==> src/rtl/mv_pkg.sv <==
// Shared types and constants for the move sequencer.
//   mv_state_t     : sequencer states
//   STEP_FAST/SLOW : forward-speed ramp steps (simulation / silicon)
//   *_DFLT         : default ceiling and heading tolerance
//   hdg_mag()      : magnitude of a wrapped 12-bit heading error
package mv_pkg;

  typedef enum logic [2:0] {
    IDLE,
    TURN,
    RAMP_UP,
    RAMP_DN,
    DONE
  } mv_state_t;

  localparam logic [9:0]  STEP_FAST      = 10'h020;
  localparam logic [9:0]  STEP_SLOW      = 10'h004;
  localparam logic [9:0]  FRWRD_MAX_DFLT = 10'h300;
  localparam logic [11:0] ERR_TOL_DFLT   = 12'h02C;

  // -12'h800 has no positive counterpart; it maps to 12'h800, which is
  // always above any sensible tolerance, so it never reads as settled.
  function automatic logic [11:0] hdg_mag(input logic [11:0] e);
    return e[11] ? 12'(-e) : e;
  endfunction

endpackage

==> src/rtl/move_sequencer_if.sv <==
// Command and PID-side signal bundle of the move sequencer.
//   master : command processor / sensors / PID observer side
//   slave  : the sequencer itself
interface move_sequencer_if;
  logic        cmd_vld;
  logic [11:0] cmd_hdg;
  logic [3:0]  cmd_sqrs;
  logic        cmd_rdy;
  logic [11:0] heading;
  logic        heading_rdy;
  logic        cntrIR;
  logic        moving;
  logic        err_vld;
  logic [11:0] error;
  logic [9:0]  frwrd;
  logic        mv_done;

  modport master (
    output cmd_vld, cmd_hdg, cmd_sqrs, heading, heading_rdy, cntrIR,
    input  cmd_rdy, moving, err_vld, error, frwrd, mv_done
  );

  modport slave (
    input  cmd_vld, cmd_hdg, cmd_sqrs, heading, heading_rdy, cntrIR,
    output cmd_rdy, moving, err_vld, error, frwrd, mv_done
  );
endinterface

==> src/rtl/frwrd_ramp.sv <==
// Saturating 10-bit forward-speed counter.
//   clk, rst : clock, async active-high reset
//   clr      : force to zero (highest priority after reset)
//   inc      : add step, saturating at max
//   dec      : subtract 2*step, floored at zero
//   step,max : ramp step and ceiling
//   frwrd    : current speed; at_max / at_zero flags
module frwrd_ramp (
  input  logic       clk,
  input  logic       rst,
  input  logic       inc,
  input  logic       dec,
  input  logic       clr,
  input  logic [9:0] step,
  input  logic [9:0] max,
  output logic [9:0] frwrd,
  output logic       at_max,
  output logic       at_zero
);

  // 11-bit sums so neither direction can wrap before the clamp
  logic [10:0] up_sum;
  logic [10:0] dn_amt;

  assign up_sum  = {1'b0, frwrd} + {1'b0, step};
  assign dn_amt  = {step, 1'b0};
  assign at_max  = (frwrd >= max);
  assign at_zero = (frwrd == 10'd0);

  always_ff @(posedge clk or posedge rst) begin
    if (rst) begin
      frwrd <= '0;
    end else if (clr) begin
      frwrd <= '0;
    end else if (inc) begin
      frwrd <= (up_sum >= {1'b0, max}) ? max : up_sum[9:0];
    end else if (dec) begin
      frwrd <= ({1'b0, frwrd} <= dn_amt) ? '0 : frwrd - dn_amt[9:0];
    end
  end

endmodule

==> src/rtl/move_sequencer.sv <==
// Sequences the heading PID for a single move: turn to heading, ramp
// forward speed up, count line crossings, ramp down, report done.
//   clk, rst : clock, async active-high reset
//   bus      : command handshake, heading/line sensors, PID outputs
// Parameters: FAST_SIM picks the ramp step, FRWRD_MAX the speed ceiling,
// ERR_TOL the heading error below which a turn is settled.
module move_sequencer
  import mv_pkg::*;
#(
  parameter bit          FAST_SIM  = 1'b1,
  parameter logic [9:0]  FRWRD_MAX = FRWRD_MAX_DFLT,
  parameter logic [11:0] ERR_TOL   = ERR_TOL_DFLT
) (
  input logic              clk,
  input logic              rst,
  move_sequencer_if.slave  bus
);

  mv_state_t   state;
  logic [11:0] hdg_reg;
  logic [3:0]  sqr_reg;
  logic [4:0]  cnt;
  logic        ir_q;
  logic        moving_r;
  logic        err_vld_r;
  logic [11:0] error_r;
  logic        mv_done_r;
  logic        cmd_rdy_r;

  logic [9:0]  step;
  logic [11:0] err_now;
  logic        settled;
  logic        rise;
  logic [4:0]  cnt_nxt;
  logic        inc;
  logic        dec;
  logic        clr;
  logic [9:0]  frwrd;
  logic        at_max;
  logic        at_zero;

  assign step    = FAST_SIM ? STEP_FAST : STEP_SLOW;
  // Wraps modulo 4096 on purpose: heading is circular.
  assign err_now = hdg_reg - bus.heading;
  assign settled = (hdg_mag(err_now) < ERR_TOL);
  // ir_q tracks the sensor in every state, so a line already under the
  // sensor when RAMP_UP starts is not mistaken for a fresh crossing.
  assign rise    = bus.cntrIR & ~ir_q;
  assign cnt_nxt = cnt + 5'd1;

  assign inc = (state == RAMP_UP) & bus.heading_rdy & ~at_max;
  assign dec = (state == RAMP_DN) & bus.heading_rdy & ~at_zero;
  assign clr = (state == IDLE);

  frwrd_ramp u_ramp (
    .clk     (clk),
    .rst     (rst),
    .inc     (inc),
    .dec     (dec),
    .clr     (clr),
    .step    (step),
    .max     (FRWRD_MAX),
    .frwrd   (frwrd),
    .at_max  (at_max),
    .at_zero (at_zero)
  );

  assign bus.frwrd   = frwrd;
  assign bus.moving  = moving_r;
  assign bus.err_vld = err_vld_r;
  assign bus.error   = error_r;
  assign bus.mv_done = mv_done_r;
  assign bus.cmd_rdy = cmd_rdy_r;

  always_ff @(posedge clk or posedge rst) begin
    if (rst) begin
      state     <= IDLE;
      hdg_reg   <= '0;
      sqr_reg   <= '0;
      cnt       <= '0;
      ir_q      <= 1'b0;
      moving_r  <= 1'b0;
      err_vld_r <= 1'b0;
      error_r   <= '0;
      mv_done_r <= 1'b0;
      cmd_rdy_r <= 1'b1;
    end else begin
      ir_q      <= bus.cntrIR;
      err_vld_r <= 1'b0;
      mv_done_r <= 1'b0;
      case (state)
        IDLE: begin
          if (bus.cmd_vld) begin
            hdg_reg   <= bus.cmd_hdg;
            sqr_reg   <= bus.cmd_sqrs;
            cnt       <= '0;
            moving_r  <= 1'b1;
            cmd_rdy_r <= 1'b0;
            state     <= TURN;
          end
        end
        TURN: begin
          if (bus.heading_rdy) begin
            if (settled && (sqr_reg == 4'd0)) begin
              // DONE shows a quiet PID interface, so no error strobe here
              moving_r  <= 1'b0;
              mv_done_r <= 1'b1;
              error_r   <= '0;
              state     <= DONE;
            end else begin
              err_vld_r <= 1'b1;
              error_r   <= err_now;
              if (settled) state <= RAMP_UP;
            end
          end
        end
        RAMP_UP: begin
          if (bus.heading_rdy) begin
            err_vld_r <= 1'b1;
            error_r   <= err_now;
          end
          if (rise) begin
            cnt <= cnt_nxt;
            if (cnt_nxt == {sqr_reg, 1'b0}) state <= RAMP_DN;
          end
        end
        RAMP_DN: begin
          if (at_zero) begin
            moving_r  <= 1'b0;
            mv_done_r <= 1'b1;
            error_r   <= '0;
            state     <= DONE;
          end else if (bus.heading_rdy) begin
            err_vld_r <= 1'b1;
            error_r   <= err_now;
          end
        end
        DONE: begin
          cmd_rdy_r <= 1'b1;
          state     <= IDLE;
        end
        default: begin
          moving_r  <= 1'b0;
          error_r   <= '0;
          cmd_rdy_r <= 1'b1;
          state     <= IDLE;
        end
      endcase
    end
  end

endmodule

==> src/flat_wrapper.sv <==
// flat-port wrapper written by rule: the top's interface ports become plain ports
module move_sequencer_flat import mv_pkg::*;
#(
  parameter bit          FAST_SIM  = 1'b1,
  parameter logic [9:0]  FRWRD_MAX = FRWRD_MAX_DFLT,
  parameter logic [11:0] ERR_TOL   = ERR_TOL_DFLT
)
  (clk, rst, bus_cmd_vld, bus_cmd_hdg, bus_cmd_sqrs, bus_heading, bus_heading_rdy, bus_cntrIR, bus_cmd_rdy, bus_moving, bus_err_vld, bus_error, bus_frwrd, bus_mv_done);
  move_sequencer_if bus_i ();
  input logic clk;
  input logic rst;
  input wire logic [$bits(bus_i.cmd_vld)-1:0] bus_cmd_vld;
  input wire logic [$bits(bus_i.cmd_hdg)-1:0] bus_cmd_hdg;
  input wire logic [$bits(bus_i.cmd_sqrs)-1:0] bus_cmd_sqrs;
  input wire logic [$bits(bus_i.heading)-1:0] bus_heading;
  input wire logic [$bits(bus_i.heading_rdy)-1:0] bus_heading_rdy;
  input wire logic [$bits(bus_i.cntrIR)-1:0] bus_cntrIR;
  output wire logic [$bits(bus_i.cmd_rdy)-1:0] bus_cmd_rdy;
  output wire logic [$bits(bus_i.moving)-1:0] bus_moving;
  output wire logic [$bits(bus_i.err_vld)-1:0] bus_err_vld;
  output wire logic [$bits(bus_i.error)-1:0] bus_error;
  output wire logic [$bits(bus_i.frwrd)-1:0] bus_frwrd;
  output wire logic [$bits(bus_i.mv_done)-1:0] bus_mv_done;
  assign bus_i.cmd_vld = bus_cmd_vld;
  assign bus_i.cmd_hdg = bus_cmd_hdg;
  assign bus_i.cmd_sqrs = bus_cmd_sqrs;
  assign bus_i.heading = bus_heading;
  assign bus_i.heading_rdy = bus_heading_rdy;
  assign bus_i.cntrIR = bus_cntrIR;
  assign bus_cmd_rdy = bus_i.cmd_rdy;
  assign bus_moving = bus_i.moving;
  assign bus_err_vld = bus_i.err_vld;
  assign bus_error = bus_i.error;
  assign bus_frwrd = bus_i.frwrd;
  assign bus_mv_done = bus_i.mv_done;
  move_sequencer #(.FAST_SIM(FAST_SIM), .FRWRD_MAX(FRWRD_MAX), .ERR_TOL(ERR_TOL)) u_core (.clk(clk), .rst(rst), .bus(bus_i));
endmodule
==> config.mk <==
export PLATFORM = sky130hd
export DESIGN_NAME = move_sequencer_flat
export DESIGN_NICKNAME = d
export VERILOG_FILES = /design/src/rtl/mv_pkg.sv /design/src/rtl/move_sequencer_if.sv /design/src/rtl/frwrd_ramp.sv /design/src/rtl/move_sequencer.sv /design/src/flat_wrapper.sv
export SDC_FILE = /design/constraint.sdc
export NUM_CORES = 1
export LEC_CHECK = 0
export CORE_ASPECT_RATIO = 0.8
export CORE_MARGIN = 3
export CORE_UTILIZATION = 48
export CTS_CLUSTER_DIAMETER = 60
export DETAILED_ROUTE_END_ITERATION = 8
export GPL_TIMING_DRIVEN = 0
export PLACE_DENSITY_LB_ADDON = 0.12
export SYNTH_ARGS = -nofsm -noshare
export SYNTH_HDL_FRONTEND = slang
export SYNTH_SLANG_ARGS = --single-unit
export TNS_END_PERCENT = 1
==> constraint.sdc <==
create_clock -name clk -period 2.92 [get_ports clk]
set_input_delay 0.584 -clock clk [delete_from_list [all_inputs] [get_ports clk]]
set_output_delay 0.584 -clock clk [all_outputs]
set_load 0.03 [all_outputs]
==> summary.md <==
| Metric | Value |
|---|---|
| Max VDD drop | `0.000544 V` |
| Worst-margin pin slew | `1.00 ns` |
| Fmax | `326 MHz` |
| Routed WL | `7980 µm` |
| Final worst setup slack | `-0.148 ns` |
| Slew headroom | `32.6%` |
| Final Hold Fails | `0` |
| Max-cap violations | `0` |
| Leakage dissipation | `1.85 nW` |
| Placed Instances | `498` |
| Port-buffer cells | `53` |
| Hold buffers post-CTS | `0` |
| Dpl cell area | `3960 µm²` |
| Worst EP required | `3.11 ns` |
| FF-to-FF path depth | `14` |
| Hold path startpoint | `u_core.bus.cmd_rdy` |
| H-tree levels | `2` |
| Post-synth ARST share | `100%` |
| # diodes | `0` |
| Synth area leader | `dfrtp_1` |
| Share of cells above drive strength 1 | `21.9%` |
| Post-Syn Area | `3280 µm²` |
| Root buf cell | `clkbuf_8` |
| # IOs | `59` |
| Fin crit period | `3.07 ns` |
| Critical Path End Type | `flip-flop` |
| WS Path Type | `primary input to flip-flop` |
| Synthesized area per cell | `9.22 µm²` |
| Critical path's top delay family | `compound AO/OA/AOI/OAI gates` |
| Setup violators final | `15` |
| Largest net degree at the start of global routing | `36` |
| PwrDens | `1130 nW/µm²` |
| Worst Hold Depth | `2` |
| Vias in the first global route | `2,821` |
| WL/cell | `15.3 µm` |
| Synth Warn # | `0` |
| Unrepaired setup endpoints after global routing | `true` |
| Chip height | `80.0 µm` |
| Core ar. | `6510 µm²` |
| First-pass detailed-route iteration total | `4` |
| Iter 0 DRT Violations | `122` |
| Layout Nets | `488` |
| Via-to-Cell Ratio | `5.72` |
| Final instance area | `4360 µm²` |
| Worst Skew | `0.00784 ns` |
| CP max stage delay | `0.36 ns` |
| Row count | `26` |
| Clock-pin slew on the worst setup and hold paths | `0.09 ns` |
| Clock Path Buffers | `2` |
| Initial antenna violation count | `0` |
| Share of the synthesized area in the top cell type | `34.3%` |
| Arr. time, crit path | `3.26 ns` |
| Slowest cell on crit path | `fa_2` |
| CTS tree | `yes` |
| Worst slack, placed | `-0.916 ns` |
| Crit path cell chain | `clkdlybuf4s15_2 -> ha_4 -> inv_2 -> fa_2 -> a211oi_4 -> o31ai_4 -> buf_6 -> xnor2_4 -> buf_4 -> nor3_2 -> nand3_1 -> and4bb_2 -> o211ai_1 -> a32o_2` |
| Non-filler cells, final | `522` |
| Pins Over Slew Limit | `0` |
| Crit-path max FO | `4` |
| TritonCTS Buffers | `5` |
| First-pass GRT wire length | `13,400 µm` |
| Bufs and invs on worst path | `4` |
| Synth Instances | `356` |
| Worst R2R Setup Slack | `-0.12 ns` |
| Worst setup SP type | `primary input` |
| Initial Util | `50.4%` |
| Routability cong. | `0.872` |
| Synth area leaders | `dfrtp_1 (34%), ha_1 (6.5%), mux2_2 (5.1%), o21ai_0 (3.7%), a21oi_1 (3.4%)` |
| Worst hold path class | `flip-flop to flip-flop` |
| Post-synth EDFFs | `0` |
| Die area | `7870 µm²` |
| Post-route antenna net violation count | `0` |
| Worst-Skew Late Latency | `0.30 ns` |
| #FFs+latches synth | `46` |
| GRT overflow | `0` |
| Hold worst-path end | `u_core.bus.cmd_rdy` |
| Sequential share of the synthesized area | `35.1%` |
| Dpl hpwl | `5820 µm` |
| Main synth FF type | `dfrtp_1` |
| Fin crit share | `105%` |
| Reg2reg end | `u_core.bus.error[8]` |
| Tot GR Track Use | `21.0%` |
| Area Overhead vs Synth | `32.7%` |
| Total number of vias | `2,985` |
| Design Power | `4.91 mW` |
| Die Wd | `98.4 µm` |
| Worst r2r src | `u_core.hdg_reg[0]` |
| Residual DRC count | `0` |
| Clock sinks | `46` |
| Post-synth cell types | `70` |
| Status | `finished, violations left` |
| Violated checks | `negative setup slack` |
kinds of logic (layout without fill, tap and decap cells):
family	after synthesis	after routing	share of synthesized area (%)
xor gates and xnor gates	14	14	3.74
AOI/OAI and AO/OA	111	111	24.4
other	1	5	0.114
and+or+nand+nor	104	104	16.5
muxes	18	18	6.06
adders and majority gates	18	18	7.09
buffers and inverters	44	122	6.98
DFF	46	46	35.1
routing by layer:
| layer | GRT usage [%] | share of wire [%] | up-vias |
|---|---|---|---|
| met5 | 0 | 0 | - |
| met4 | 4.91 | 0.95 | 0 |
| met3 | 3.76 | 5.5 | 10 |
| met2 | 33.4 | 45 | 90 |
| met1 | 29.7 | 48 | 1427 |
| li1 | - | - | 1458 |
worst max-delay path by stage:
stage,start,end,slack [ns],depth (start not counted)
2_1_floorplan,bus_heading[0],u_core.bus.error[8],-0.11,11
3_3_place_gp,bus_heading[0],u_core.bus.error[8],-0.92,12
3_5_place_dp,bus_heading[0],u_core.bus.error[8],-0.92,12
4_1_cts,u_core.hdg_reg[0],u_core.bus.error[8],-0.25,12
5_1_grt,bus_heading[4],u_core.bus.error[8],-0.27,11
6_report,bus_heading[0],u_core.bus.error[8],-0.15,14
cells in the mapped netlist (3+ instances only):
cell and instances:
nand2b_1 3, ha_1 17, xnor2_1 11, o22ai_1 4, and2_1 4, o31ai_1 10, nand3_1 13, o211ai_1 3
mux2_2 15, a21oi_1 22, clkbuf_1 4, o21ai_0 24, a22oi_1 4, nor2b_1 3, inv_1 26, nor2_1 24
nand2_1 26, nand4_1 5, a22o_1 3, nor3_1 9, buf_4 6, a21o_1 5, o2111ai_1 3, a31oi_1 3
xor2_1 3, dfrtp_1 45, o21a_1 3, mux2i_1 3
metrics by stage:
stage               utilization, %  hold WS, ns  setup TNS, ns
global placement              60.6        0.473         -14.09
global route                  66.9        0.535          -2.92
detailed placement            60.9        0.494         -14.24
floorplan                        -        0.475         -0.116
CTS                           65.2        0.518         -0.756
finish                        66.9        0.511         -0.845
area by class of cell:
type                    instances  area, µm²
plain buffers                  18        138
clock buffers                   6       82.6
clock inverters                 2       16.3
fillers                       538       2150
inverters                      26       97.6
multi-input cells             270       2090
flip-flops and latches         46       1150
well taps                      84        105
repair buffers                 70        673
worst min-delay path, cell delays in order (launching register included):
cell and delay, ns:
dfstp_2 0.38, nor2_1 0.09, nor2_1 0.05
placed cells by master (no fill, tap or decap), types with 5 or more instances in the layout:
cell type,netlist,routed
xnor2_1,11,8
a21oi_1,22,22
o21ai_0,24,22
ha_1,17,12
nor3_1,9,7
ha_4,0,5
nand2_1,26,25
clkdlybuf4s50_1,0,50
nand4_1,5,5
buf_4,6,21
clkbuf_8,2,8
o31ai_1,10,8
mux2_2,15,15
a21o_1,5,5
inv_1,26,21
conb_1,1,5
dfrtp_1,45,45
nand3_1,13,12
nor2_1,24,23
inv_2,0,5
power by group:
part / switching (mW) / leakage [nW] / internal [mW]
sequential: 0.208 / 0.574 / 0.898
clock: 0.235 / 0.0478 / 0.195
combinational: 1.82 / 1.23 / 1.56
what timing repair did:
action	4_1_cts	5_1_grt
endpoints found under the setup margin	18	25
cloned	0	0
hold endpoints to repair	0	0
resized for setup	27	15
pin swaps	22	17
buffers inserted	9	7
(Power assumes the default switching activity.)
